--- config.mk ---
export PLATFORM = sky130hd
export DESIGN_NAME = count_sequencer
export DESIGN_NICKNAME = d
export VERILOG_FILES = /design/src/rtl/count_sequencer.sv
export SDC_FILE = /design/constraint.sdc
export NUM_CORES = 1
export LEC_CHECK = 0
export BUFFER_PORTS_ARGS = -buffer_cell sky130_fd_sc_hd__buf_2
export CORE_AREA = 4 4 88 90
export CTS_CLUSTER_SIZE = 14
export DETAILED_ROUTE_END_ITERATION = 12
export DIE_AREA = 0 0 92 94
export PLACE_DENSITY = 0.78
export SYNTH_ARGS = -nofsm -noshare
export SYNTH_HDL_FRONTEND = slang
export SYNTH_SLANG_ARGS = --single-unit
export TNS_END_PERCENT = 100
--- constraint.sdc ---
create_clock -name CLK -period 5.1 [get_ports CLK]
set_input_delay 0 -clock CLK [delete_from_list [all_inputs] [get_ports CLK]]
set_output_delay 0 -clock CLK [all_outputs]
set_load 0.1 [all_outputs]
--- src/rtl/count_sequencer.sv ---
// count_sequencer: command-side controller for a 16-bit up/down counter.
// Loads a preset, steps the counter toward a target in the requested direction
// and stops exactly on it, reporting step count, wrap count and the end reason.
// Ports: CLK/clear (async active-low reset); start/mode/preset/target command;
//   abort; A_count/oFlow from the counter; dataIn/load/up/down to the counter;
//   busy/done/hit/timeout/aborted/steps/wraps status.
module count_sequencer #(
  parameter logic [15:0] MAX_STEPS = 16'hFFFF
) (
  input  logic        CLK,
  input  logic        clear,
  input  logic        start,
  input  logic        mode,
  input  logic [15:0] preset,
  input  logic [15:0] target,
  input  logic        abort,
  input  logic [15:0] A_count,
  input  logic        oFlow,
  output logic [15:0] dataIn,
  output logic        load,
  output logic        up,
  output logic        down,
  output logic        busy,
  output logic        done,
  output logic        hit,
  output logic        timeout,
  output logic        aborted,
  output logic [15:0] steps,
  output logic [1:0]  wraps
);

  typedef enum logic [1:0] {
    IDLE = 2'd0,
    LOAD = 2'd1,
    RUN  = 2'd2,
    DONE = 2'd3
  } state_t;

  state_t      state_q,   state_d;
  logic        mode_q,    mode_d;
  logic [15:0] preset_q,  preset_d;
  logic [15:0] target_q,  target_d;
  logic        hit_q,     hit_d;
  logic        timeout_q, timeout_d;
  logic        aborted_q, aborted_d;
  logic [15:0] steps_q,   steps_d;
  logic [1:0]  wraps_q,   wraps_d;

  logic at_target;
  logic budget_hit;
  logic step_en;

  // The count enable is decoded combinationally from the same exit
  // conditions the RUN state checks, so the counter is never stepped in the
  // cycle where it already sits on the target.
  always_comb begin
    at_target  = (A_count == target_q);
    budget_hit = (steps_q == MAX_STEPS);
    step_en    = (state_q == RUN) && !at_target && !abort && !budget_hit;
  end

  // State and datapath registers.
  always_ff @(posedge CLK or negedge clear) begin
    if (!clear) begin
      state_q   <= IDLE;
      mode_q    <= 1'b0;
      preset_q  <= 16'h0000;
      target_q  <= 16'h0000;
      hit_q     <= 1'b0;
      timeout_q <= 1'b0;
      aborted_q <= 1'b0;
      steps_q   <= 16'h0000;
      wraps_q   <= 2'd0;
    end else begin
      state_q   <= state_d;
      mode_q    <= mode_d;
      preset_q  <= preset_d;
      target_q  <= target_d;
      hit_q     <= hit_d;
      timeout_q <= timeout_d;
      aborted_q <= aborted_d;
      steps_q   <= steps_d;
      wraps_q   <= wraps_d;
    end
  end

  // Next-state and datapath update.
  always_comb begin
    state_d   = state_q;
    mode_d    = mode_q;
    preset_d  = preset_q;
    target_d  = target_q;
    hit_d     = hit_q;
    timeout_d = timeout_q;
    aborted_d = aborted_q;
    steps_d   = steps_q;
    wraps_d   = wraps_q;

    case (state_q)
      IDLE: begin
        if (start) begin
          state_d   = LOAD;
          mode_d    = mode;
          preset_d  = preset;
          target_d  = target;
          hit_d     = 1'b0;
          timeout_d = 1'b0;
          aborted_d = 1'b0;
          steps_d   = 16'h0000;
          wraps_d   = 2'd0;
        end
      end
      LOAD: begin
        state_d = RUN;
      end
      RUN: begin
        // Exit priority: target, then abort, then step budget.
        if (at_target) begin
          hit_d   = 1'b1;
          state_d = DONE;
        end else if (abort) begin
          aborted_d = 1'b1;
          state_d   = DONE;
        end else if (budget_hit) begin
          timeout_d = 1'b1;
          state_d   = DONE;
        end else begin
          steps_d = steps_q + 16'h0001;
        end
        // A wrap on the final step shows up in the compare cycle, which is
        // still RUN, so no wrap pulse is lost.
        if (oFlow && (wraps_q != 2'd3)) begin
          wraps_d = wraps_q + 2'd1;
        end
      end
      DONE: begin
        state_d = IDLE;
      end
      default: begin
        state_d = IDLE;
      end
    endcase
  end

  // Outputs.
  always_comb begin
    load    = (state_q == LOAD);
    up      = step_en && !mode_q;
    down    = step_en &&  mode_q;
    busy    = (state_q == LOAD) || (state_q == RUN);
    done    = (state_q == DONE);
    dataIn  = preset_q;
    hit     = hit_q;
    timeout = timeout_q;
    aborted = aborted_q;
    steps   = steps_q;
    wraps   = wraps_q;
  end

endmodule

==> Yosys cells after proc, flatten, opt, wreduce, memory -nomap -nowiden <==
Index checks and enable logic that the tools add are counted.
{ "op_classes": {"mul": 0, "shifts": 0, "order_cmp": 0, "n_reduce_logical": 20, "mux": 23, "bitwise": 0, "n_div": 0, "n_eq_ne": 15, "add_sub_neg": 2} }
{ "ops": {"columns": ["op", "n"], "rows": [
  ["$mux W16", 4],
  ["$pmux W16 S2", 1],
  ["$add A16 B1 Y16 const B", 1],
  ["$eq A16 B16 Y1", 1],
  ["$eq A16 B16 Y1 const B", 1],
  ["$ne A2 B2 Y1 const B", 8],
  ["$mux W2", 6],
  ["$reduce_and A5 Y1", 2],
  ["$pmux W2 S4", 1],
  ["$mux W1", 7],
  ["$logic_and A1 B1 Y1", 6],
  ["$pmux W1 S2", 3],
  ["$reduce_and A3 Y1", 2],
  ["$eq A2 B2 Y1 const B", 2],
  ["$logic_not A1 Y1", 4],
  ["$ne A4 B4 Y1 const B", 1],
  ["$pmux W2 S2", 1],
  ["$reduce_and A2 Y1", 2],
  ["$reduce_and A4 Y1", 1],
  ["$add A2 B1 Y2 const B", 1],
  ["$eq A2 B1 Y1 const B", 1],
  ["$logic_not A2 Y1", 1],
  ["$ne A2 B1 Y1 const B", 1],
  ["$reduce_bool A2 Y1", 1],
  ["$logic_or A1 B1 Y1", 1]
]} }
{ "word_totals": {"wordCells": 69, "reg_bits": 56, "rom_bits": 0, "n_memories": 0, "ramBits": 0, "output_inout_bits": 42, "latch_bits": 0} }

==> Logic depth before layout (Yosys ltp) <==
{ "depth": {"depth_word": 6, "mapped_depth": 9} }

==> Worst setup path before layout <==
Ideal clock, no wire load.
{ "synth_path": {"path_kind": "register to output", "start": "register steps_q[0], in the netlist steps[0]", "end": "output port up", "slack_ns": 2.143, "arrival_ns": 2.957, "path_stages_with_launch": 7, "path_buffers": 0, "required_time_ns": 5.100, "cell_sequence": "dfrtp_1 ha_1 nand4_2 nor2_1 a31oi_1 nand2_1 nor2_1"} }
{ "synth_between": {"elab_chain_cells": 4} }
{ "synth_rtl": {"columns": ["element", "line_no", "rtl"], "rows": [
  ["from (decl)", "46", "logic [15:0] steps_q, steps_d;"],
  ["from (signal assigned)", "82", "steps_q <= steps_d;"],
  ["$eq A16 B16 Y1", "58", "budget_hit = (steps_q == MAX_STEPS);"],
  ["$logic_not A1 Y1", "59", "step_en = (state_q == RUN) && !at_target && !abort && !budget_hit;"],
  ["$logic_and A1 B1 Y1", "59", null],
  ["$logic_and A1 B1 Y1", "148", "up = step_en && !mode_q;"],
  ["to (decl)", "21", "output logic up,"]
]} }
Every way passes these cells.

==> Final worst setup path <==
{ "layout_path": {"start": "register state_q[0]", "end": "output port down"} }
{ "layout_between": {"elab_chain_cells": 5} }
{ "layout_rtl": {"columns": ["element", "line_no", "rtl"], "rows": [
  ["from (decl)", "39", "state_t state_q, state_d;"],
  ["from (signal assigned)", "75", "state_q <= state_d;"],
  ["$eq A2 B2 Y1", "59", null],
  ["$logic_and A1 B1 Y1 (3 in a row)", "59", null],
  ["$logic_and A1 B1 Y1", "149", "down = step_en && mode_q;"],
  ["to (decl)", "22", "output logic down,"]
]} }
Every way passes these cells.

==> impl_metrics.env <==
export IMPL_status="completed"
export IMPL_end_kind="primary output"
export IMPL_synth_seq_area_share=0.452
export IMPL_tns_ps=0
export IMPL_post_cts_buffers=0
export IMPL_initial_core_util=0.439
export IMPL_area_growth_pct=31.4
export IMPL_ant_nets=0
export IMPL_fp_coreArea_um2=7060
export IMPL_worst_path_max_fanout=30
export IMPL_grt_start_max_net_pins=57
export IMPL_syn_num_nets=336
export IMPL_timing_final_crit_share=0.642
export IMPL_hpwl_mm=5.26
export IMPL_final_cells=500
export IMPL_postLayoutCoreUtil=0.577
export IMPL_vias=2678
export IMPL_place_gp_congestion=0.817
export IMPL_cts_max_level=2
export IMPL_ctsRootBufferMaster="clkbuf_8"
export IMPL_grt_pass1_vias=2754
export IMPL_hold_path_class="primary input to flip-flop"
export IMPL_port_buffers=95
export IMPL_die_y_um=94
export IMPL_grtUsageTotal=0.192
export IMPL_drc_errors=0
export IMPL_drt_pass1_iter_count=4
export IMPL_synth_top_cell_by_area="dfrtp_1"
export IMPL_wl_mm=8.02
export IMPL_dieArea_um2=8650
export IMPL_ys_flop_type="dfrtp_1"
export IMPL_ys_ff_latch=56
export IMPL_synth_area_top_cells="dfrtp_1 45%, mux2_2 12%, xnor2_1 4.5%"
export IMPL_diodes=0
export IMPL_cts_made_buffers=5
export IMPL_maxCapViolations=0
export IMPL_die_width_um=92
export IMPL_placed_cells=457
export IMPL_cts_sinks=56
export IMPL_finalCriticalPeriod_ps=3270
export IMPL_syn_inst=275
export IMPL_met3_length_um=410
export IMPL_cp_data_required_time_ps=5100
export IMPL_hold_violations=0
export IMPL_fp_row_count=31
export IMPL_cp_arrival_ps=3270
export IMPL_top_layer="met4"
export IMPL_grt_pass1_wl_mm=13.5
export IMPL_rsz0062_at_grt="no"
export IMPL_synth_commonest_cells="56 x dfrtp_1, 34 x mux2_2, 16 x nand2_1, 16 x xnor2_1, 15 x nor2_1"
export IMPL_synthArstFlopShare=1.00
export IMPL_crit_type="flip-flop to primary output"
export IMPL_avgSynthCellArea_um2=11.3
export IMPL_worst_pin_slew_ps=1020
export IMPL_drt_iter0_markers=162
export IMPL_synthesis_area_um2=3100
export IMPL_whs_ps=125
export IMPL_synth_edf_count=0
export IMPL_holdPathStages=4
export IMPL_clk_latency_ps=310
export IMPL_drive_above_1_share=0.394
export IMPL_wl_met2_mm=4.13
export IMPL_clock_skew_ps=12.6
export IMPL_viasPerCell=5.36
export IMPL_synth_top_area_frac=0.452
export IMPL_drt_met1_wl_mm=3.27
export IMPL_setup_viol=0
export IMPL_clk_pin_slew_ps=110
export IMPL_slew_violations=0
export IMPL_cts_buffer_depth=2
export IMPL_ys_warn_count=0
export IMPL_layout_nets=461
export IMPL_relSlewSlack=0.318
export IMPL_synth_most_common_cell="dfrtp_1"
export IMPL_cts_tree="done"
export IMPL_fmax_mhz=306
export IMPL_r2r_cells=6
export IMPL_wire_per_inst_um=16.0
export IMPL_worstSetupStartpointType="flip-flop"
export IMPL_synth_cell_types=52
export IMPL_grt_ovfl_total=0
export IMPL_antenna_found_initial=0
export IMPL_ios=96
-- cell type report --
| type | count | area [um^2] |
|---|---|---|
| Fill cell | 616 | 2990 |
| Multi-Input combinational cell | 198 | 1590 |
| Sequential cell | 56 | 1400 |
| Timing Repair Buffer | 132 | 841 |
| Tap cell | 99 | 124 |
| Clock buffer | 5 | 68.8 |
| Inverter | 7 | 26.3 |
| Clock inverter | 3 | 21.3 |
-- registers in the layout, indices dropped and copies added, names as in the netlist --
name / flops
dataIn: 16
steps: 16
target_q: 16
state_q: 2
wraps: 2
aborted: 1
hit: 1
mode_q: 1
timeout: 1
-- per-stage QoR --
stage	cell area, um^2	setup slack, ps
floorplan	3100	2140
global placement	3630	2000
detailed placement	3630	1860
CTS	4070	1820
global route	4070	1530
finish	4070	1830
-- routing by layer --
layer  vias to the layer above  global-route usage
li1                       1277                   -
met5                         -                   0
met4                         0              0.0693
met1                      1286               0.246
met2                        98               0.333
met3                        17              0.0256
-- final timing paths --
path                                   startpoint                 endpoint  slack (ps)
setup / recovery           state_q[0]$_DFFE_PN0P_                     down        1830
hold / removal                              oFlow     wraps[0]$_DFFE_PN0P_         130
setup reg to reg           state_q[0]$_DFFE_PN0P_     steps[1]$_DFFE_PN0P_        1860
hold reg to reg             dataIn[7]$_DFFE_PN0P_    dataIn[7]$_DFFE_PN0P_         510
max in group asynchronous                   clear  target_q[1]$_DFFE_PN0P_        4260
min in group asynchronous                   clear    steps[12]$_DFFE_PN0P_         330
-- worst max-delay path, cell delays in order (launching register included) --
cell	delay [ps]
dfrtp_1	430
inv_1	110
ha_1	840
inv_1	460
a31oi_1	440
and3_1	240
buf_2	430
-- what timing repair did --
action	CTS	global route
setup endpoints to repair	0	0
endpoints found under the hold margin	90	0
hold buffers	35	0
gates resized for setup	0	0
-- kinds of logic (layout without fill, tap and decap cells) --
| group | after synthesis | count (layout) | synth area share |
|---|---|---|---|
| AO/OA/AOI/OAI | 54 | 54 | 0.152 |
| multiplexers | 35 | 35 | 0.127 |
| AND/OR/NAND/NOR | 86 | 86 | 0.161 |
| XOR/XNOR | 16 | 16 | 0.0452 |
| buffers and inverters | 21 | 147 | 0.0347 |
| flip-flops | 56 | 56 | 0.452 |
| adder cells (fa/ha/maj) | 7 | 7 | 0.0283 |
-- layout by cell type, fill, tap and decap left out, types with 3 or more instances in the layout --
master,count
inv_1,7
nand4_2,3
a31oi_1,11
nor2_1,15
nor3_1,9
dlygate4sd3_1,35
nand4_1,5
ha_1,7
buf_2,95
mux2_2,34
nand2b_1,4
nand3_1,5
a221o_1,3
and3_1,9
clkbuf_8,5
a21oi_1,11
xnor2_1,16
nand2_1,16
a211o_1,10
dfrtp_1,56
Power is not shown: default switching activity piles up to over one toggle a cycle in this logic, so the estimate is an artifact.
